==> src/rtl/bcd_timer_src.sv <==
// bcd_timer_src: mm:ss BCD up/down timer with start/pause/clear/preset control
// and a free-running scan phase counter feeding a four-digit display multiplexer.
module bcd_timer_src #(
    parameter int TICK_DIV  = 100000000,
    parameter int SCAN_BITS = 17
) (
    input  logic        clk,
    input  logic        rst_n,
    input  logic        start_stop,
    input  logic        clear,
    input  logic        load,
    input  logic [15:0] load_val,
    input  logic        dir,
    output logic [3:0]  digit3,
    output logic [3:0]  digit2,
    output logic [3:0]  digit1,
    output logic [3:0]  digit0,
    output logic [1:0]  scan_sel,
    output logic        running,
    output logic        done
);
    localparam logic [1:0] IDLE = 2'd0, RUN = 2'd1, PAUSE = 2'd2, DONE = 2'd3;
    localparam int TW = $clog2(TICK_DIV);
    localparam logic [TW-1:0] TICK_LAST = TW'(TICK_DIV - 1);

    logic [1:0]           state, state_nx;
    logic [TW-1:0]        tick_cnt;
    logic [SCAN_BITS-1:0] scan_cnt;
    logic [3:0]           dig [4];
    logic [3:0]           ld_dig [4];
    logic [3:0]           start_dig [4];
    logic [3:0]           step_dig [4];
    logic [3:0]           lim;
    logic                 tick, idle_like, do_load, cy, start_zero, step_zero;

    assign tick      = state == RUN && tick_cnt == TICK_LAST;
    assign idle_like = state == IDLE || state == PAUSE;
    assign do_load   = load && idle_like && !clear;

    // Index 0 is seconds ones; odd indices are the tens digits limited to 5.
    always_comb begin
        cy         = 1'b1;
        lim        = 4'd9;
        start_zero = 1'b1;
        step_zero  = 1'b1;
        for (int i = 0; i < 4; i++) begin
            lim          = (i % 2 == 1) ? 4'd5 : 4'd9;
            ld_dig[i]    = load_val[4*i +: 4] > lim ? lim : load_val[4*i +: 4];
            start_dig[i] = do_load ? ld_dig[i] : dig[i];
            step_dig[i]  = !cy ? dig[i] :
                           dir ? (dig[i] == 4'd0 ? lim : dig[i] - 4'd1) :
                                 (dig[i] == lim ? 4'd0 : dig[i] + 4'd1);
            cy           = cy && dig[i] == (dir ? 4'd0 : lim);
            start_zero   = start_zero && start_dig[i] == 4'd0;
            step_zero    = step_zero && step_dig[i] == 4'd0;
        end
        // Reaching 00:00 on a down tick wins over a simultaneous pause request.
        state_nx = clear        ? IDLE :
                   idle_like    ? (start_stop ? (dir && start_zero ? DONE : RUN) : state) :
                   state == RUN ? (tick && dir && step_zero ? DONE : start_stop ? PAUSE : RUN) :
                                  DONE;
    end

    always_ff @(posedge clk or negedge rst_n) begin
        if (!rst_n) begin
            state    <= IDLE;
            tick_cnt <= '0;
            scan_cnt <= '0;
            running  <= 1'b0;
            done     <= 1'b0;
            for (int i = 0; i < 4; i++) dig[i] <= 4'd0;
        end else begin
            scan_cnt <= scan_cnt + SCAN_BITS'(1);
            state    <= state_nx;
            running  <= state_nx == RUN;
            done     <= state_nx == DONE;
            tick_cnt <= (clear || do_load || tick) ? '0 :
                        state == RUN ? tick_cnt + TW'(1) : tick_cnt;
            for (int i = 0; i < 4; i++)
                dig[i] <= clear ? 4'd0 : do_load ? ld_dig[i] : tick ? step_dig[i] : dig[i];
        end
    end

    assign digit0   = dig[0];
    assign digit1   = dig[1];
    assign digit2   = dig[2];
    assign digit3   = dig[3];
    assign scan_sel = scan_cnt[SCAN_BITS-1:SCAN_BITS-2];
endmodule

==> config.mk <==
export PLATFORM = sky130hd
export DESIGN_NAME = bcd_timer_src
export DESIGN_NICKNAME = d
export VERILOG_FILES = /design/src/rtl/bcd_timer_src.sv
export SDC_FILE = /design/constraint.sdc
export NUM_CORES = 1
export LEC_CHECK = 0
export ABC_AREA = 0
export BUFFER_PORTS_ARGS = -buffer_cell sky130_fd_sc_hd__buf_2
export CAP_MARGIN = 20
export CORE_MARGIN = 2
export CORE_UTILIZATION = 59
export DETAILED_ROUTE_END_ITERATION = 8
export PLACE_DENSITY = 0.88
export SYNTH_ARGS = -nofsm -noshare
export SYNTH_HDL_FRONTEND = slang
export SYNTH_SLANG_ARGS = --single-unit
==> constraint.sdc <==
create_clock -name clk -period 2.8 [get_ports clk]
set_input_delay 0.56 -clock clk [delete_from_list [all_inputs] [get_ports clk]]
set_output_delay 0.56 -clock clk [all_outputs]
set_load 0.005 [all_outputs]
## After elaboration in Yosys (flattened, before gate mapping)

Index checks and enable logic that the tools add are counted.

| word-level totals | value |
|---|---|
| register bits | 64 |
| input bits | 22 |
| output and inout bits | 20 |
| word-level logic and storage cells | 114 |

| operators by class | value |
|---|---|
| add/subtract/negate cells | 10 |
| magnitude comparators | 4 |
| eq/ne operators | 12 |
| mux-type cells | 46 |
| reductions and logical operators | 33 |

Operators by type and width:

| operator | count |
|---|---|
| two-way mux 4 bit | 36 |
| two-way mux 27 bit | 2 |
| logical NOT 4 bit | 12 |
| adder 27 x 1 -> 27 bit (second input constant) | 1 |
| == test 27 bit (second input constant) | 1 |
| adder 17 x 1 -> 17 bit (second input constant) | 1 |
| adder 4 x 1 -> 4 bit (second input constant) | 4 |
| subtractor 4 x 1 -> 4 bit (second input constant) | 4 |
| logical AND 1 bit | 14 |
| two-way mux 2 bit | 7 |
| == test 4 bit | 3 |
| == test 4 x 3 -> 1 bit (second input constant) | 2 |
| == test 4 bit (second input constant) | 2 |
| > comparator 4 x 3 -> 1 bit (second input constant) | 2 |
| > comparator 4 bit (second input constant) | 2 |
| == test 2 x 1 -> 1 bit (second input constant) | 2 |
| == test 2 bit (second input constant) | 2 |
| logical OR 1 bit | 3 |
| two-way mux 3 bit | 1 |
| nonzero test 3 bit | 1 |
| logical NOT 2 bit | 1 |
| nonzero test 2 bit | 1 |
| logical NOT 1 bit | 1 |

## Depth between registers and ports, before layout

| depth | value |
|---|---|
| depth in word-level cells | 15 |
| mapped depth | 10 |
| depth with buffers taken out | 8 |

## Worst setup path after synthesis

No wires, ideal clock.

| timing | value |
|---|---|
| path kind | input to register |
| start | input dir |
| end | register running |
| setup time | 0.121 ns |
| data arrival time | 1.973 ns |
| required time | 2.679 ns |
| path slack | 0.705 ns |
| cell stages on the path | 8 |
| path buffers | 1 |
| cells stage by stage | buf_8 -> nor2b_4 -> mux2_4 -> nand4_1 -> o21ai_0 -> o311ai_1 -> or3_4 -> o2bb2ai_1 |

| between the ends | value |
|---|---|
| word-level cells in the longest chain between the ends | 13 |
| elaborated cells on any way between the ends | 31 |
| classes of those cells | eq/ne (4); mux (15); reduce/logical (12) |

RTL lines:

| what | RTL line | text |
|---|---|---|
| from (decl) | 13 | `input logic dir,` |
| two-way mux 4 bit or two-way mux 3 bit (tied branches) | n/a |  |
| == test 4 bit | 53 | `cy = cy && dig[i] == (dir ? 4'd0 : lim);` |
| two-way mux 4 bit or logical AND 1 bit (tied branches) | 50, 53 |  |
| logical NOT 4 bit (tied with other cells) | 55 | `step_zero = step_zero && step_dig[i] == 4'd0;` |
| logical AND 1 bit (tied with other cells) | 55 |  |
| logical AND 1 bit or logical NOT 4 bit (tied branches) | 55 |  |
| logical AND 1 bit | 55 |  |
| logical AND 1 bit | 60 | `state == RUN ? (tick && dir && step_zero ? DONE : start_stop ? PAUSE : RUN) :` |
| two-way mux 2 bit (2 in a row) | 60 |  |
| two-way mux 2 bit (*) | 59 | `idle_like ? (start_stop ? (dir && start_zero ? DONE : RUN) : state) :` |
| two-way mux 2 bit (*) | 58 | `state_nx = clear ? IDLE :` |
| == test 2 x 1 -> 1 bit (*) | 75 | `running <= state_nx == RUN;` |
| to (signal assigned) | 69 | `running <= 1'b0;` |
| to (signal assigned) | 75 |  |
| to (decl) | 19 | `output logic running,` |

Every way passes the cells marked *; elsewhere a longest branch is shown, timed or not.
A chain may end at the register's enable or synchronous reset.

## Worst setup path in the final report

| timing | value |
|---|---|
| start | register dig, in the netlist digit0[1] |
| end | register running |

| between the ends | value |
|---|---|
| word-level cells in the longest chain between the ends | 13 |
| elaborated cells on any way between the ends | 34 |
| classes of those cells | add/sub (2); eq/ne (3); mux (13); reduce/logical (16) |

RTL lines:

| what | RTL line | text |
|---|---|---|
| from (decl) | 29 | `logic [3:0] dig [4];` |
| from (signal, indexed assignment) | 80 | `dig[i] <= clear ? 4'd0 : do_load ? ld_dig[i] : tick ? step_dig[i] : dig[i];` |
| adder 4 x 1 -> 4 bit (tied with other cells) | 52 | `(dig[i] == lim ? 4'd0 : dig[i] + 4'd1);` |
| two-way mux 4 bit, on equally long branches | 52, 51 |  |
| two-way mux 4 bit | 51 | `dir ? (dig[i] == 4'd0 ? lim : dig[i] - 4'd1) :` |
| logical NOT 4 bit | 55 |  |
| logical AND 1 bit (3 in a row) | 55 |  |
| logical AND 1 bit | 60 |  |
| two-way mux 2 bit (2 in a row) | 60 |  |
| two-way mux 2 bit (*) | 59 |  |
| two-way mux 2 bit (*) | 58 |  |
| == test 2 x 1 -> 1 bit (*) | 75 |  |

Marks and branches as above.

==> flow_summary.ini <==
[timing]
finalCritPeriodShare = 0.832
fin_worst_skew_ps = 13.7
fin_crit_ps = 2330
rsz0062_at_grt = false
tns_ps = 0
fmax_mhz = 429
worst_slew_pin_slew_ps = 567
hold_violations = 0
slew_viol_final = 0
setup_slack_ps = 471
slew_headroom = 0.621
whs_ps = 200
setup_viol = 0

[placed_design]
post-place-ws_ps = 309
place_congestion = 0.967
hpwl_um = 6800
place_area_um2 = 4270
placed_cells = 558
port_buffers = 41

[floorplanning]
dieArea_um2 = 7560
core-area_um2 = 6720
start_util = 0.604
die_w_um = 87.0
boundaryPins = 42
num_rows = 30
die_h_um = 87.0

[global_route]
antenna_found_initial = 0
grt_util_all_layers = 0.263
grt_max_degree = 26
grt.overflow.total = 0
grt_pass1_wl_um = 15700
grt_pass1_vias = 3411

[detailed_routing]
ant_nets = 0
via_per_inst = 6.34
drt_first_pass_iters = 5
drc_errors = 0
drtIter0Drc = 311
routedWlPerCell_um = 16.8
routed-via-count = 3638
finalWirelength_um = 9620

[clock_tree]
cts_tree = built
post_cts_buffers = 0
clock_latency_ps = 350
clockBufferDepth = 2
cts-root-buf = clkbuf_8
post_cts_resized = 0
path_clk_slew_ps = 80
cts_hold_buf = 0
numClockSinks = 64
cts_max_level = 3
cts_buffers = 9

[setup_path]
required_ps = 3040
startpoint_type = register
critPathKind = register to register
critPathCaptureType = register
cp_max_fo = 14
cp.arrival_ps = 2570

[finish]
fin_area_um2 = 4440
layoutNonFillerInstCount = 574
final_nets = 513
postLayoutCoreUtil = 0.661
final_common_cell = dfrtp_1
final_cell_mix = dfrtp_1, nor2_1, buf_2
n_antenna_cell = 0
drive_above_1_share = 0.178
syn2layout_area_growth_pct = 9.40

[logic_synthesis]
synth_seq_cells = 64
synth_flop_cell = dfrtp_1
syn-cell-area_um2 = 4060
ys_types = 74
postSynthCellCount = 455
ys_warn_count = 0
syn_nets = 479
async_flop_share = 1.00
syn_area_per_cell_um2 = 8.93
synth_edf_count = 0
yosys-top-cells-area = dfrtp_1, nor2_1, xor2_1, xnor2_1, nand3_1
yosysTopAreaCell = dfrtp_1
synth_top_area_share = 0.394
synth-seq-area-share = 0.394

[power]
power.density_nw_per_um2 = 452
max-vdd-ir-drop_v = 0.000227
p_leak_nw = 1.89
total_power_mw = 2.01

[run_status]
status = complete, no violations

[flow_run]
max_cap_violations = 0

[hold_path]
hp-class = input pin to asynchronous set/reset pin
power by group:
group	switching, mW	internal, mW
logic	0.177	0.128
clock network	0.382	0.320
registers	0.0569	0.945
state kept, by name, indices dropped and copies added, names as in the netlist:
register	cells
tick_cnt	27
scan_cnt	17
digit0	4
digit1	4
digit2	4
digit3	4
state	2
done	1
running	1
worst paths after layout:
path | start | end | slack (ps) | cells past startpoint
max in group asynchronous | rst_n | done | 1910 | 2
worst min-delay path | rst_n | digit2[2] | 200 | 1
worst max-delay path | digit0[1] | running | 470 | 7
min in group clk | scan_cnt[8] | scan_cnt[8] | 460 | 1
worst max register to register | digit0[1] | running | 470 | 7
worst min register to register | scan_cnt[8] | scan_cnt[8] | 460 | 1
cells by family after synthesis:
logic type | Yosys count | synth area share
buffers and inverters | 36 | 0.0502
AO/OA/AOI/OAI | 83 | 0.140
XOR/XNOR | 46 | 0.0992
AND/OR/NAND/NOR | 219 | 0.296
flip-flops | 64 | 0.394
adder cells (fa/ha/maj) | 2 | 0.00616
multiplexers | 5 | 0.0136
cell usage after synthesis (7+ instances only):
master and number:
dfrtp_1 64, nor2_1 61, nand2_1 32, nand3_1 28, xor2_1 24, xnor2_1 22
a21oi_1 20, o21ai_0 19, nand4_1 15, and3_1 14, clkbuf_1 12, nor3_1 11
nand2b_1 9, inv_1 7
layer usage:
metal,global-route usage,up-vias,share of wire
met1,0.337,1743,0.43
met5,0,-,0
li1,-,1705,-
met3,0.0635,26,0.071
met4,0.0909,0,0.023
met2,0.436,164,0.48
layout make-up:
| class | count | area (um^2) |
|---|---|---|
| fill | 521 | 2280 |
| inverter | 7 | 26.3 |
| multi-input combinational | 355 | 2260 |
| clock buffer | 9 | 124 |
| sequential | 64 | 1600 |
| timing repair buffer | 52 | 288 |
| clock inverter | 7 | 47.5 |
| tap | 80 | 100 |
critical path, stage by stage, from the launching register on:
cell and delay (ps):
dfrtp_1 550, nor2_2 360, and3_1 240, nand4_1 150, o21ai_0 200, o311ai_1 140
or3_4 430, o2bb2ai_1 140
(Power assumes the default switching activity.)
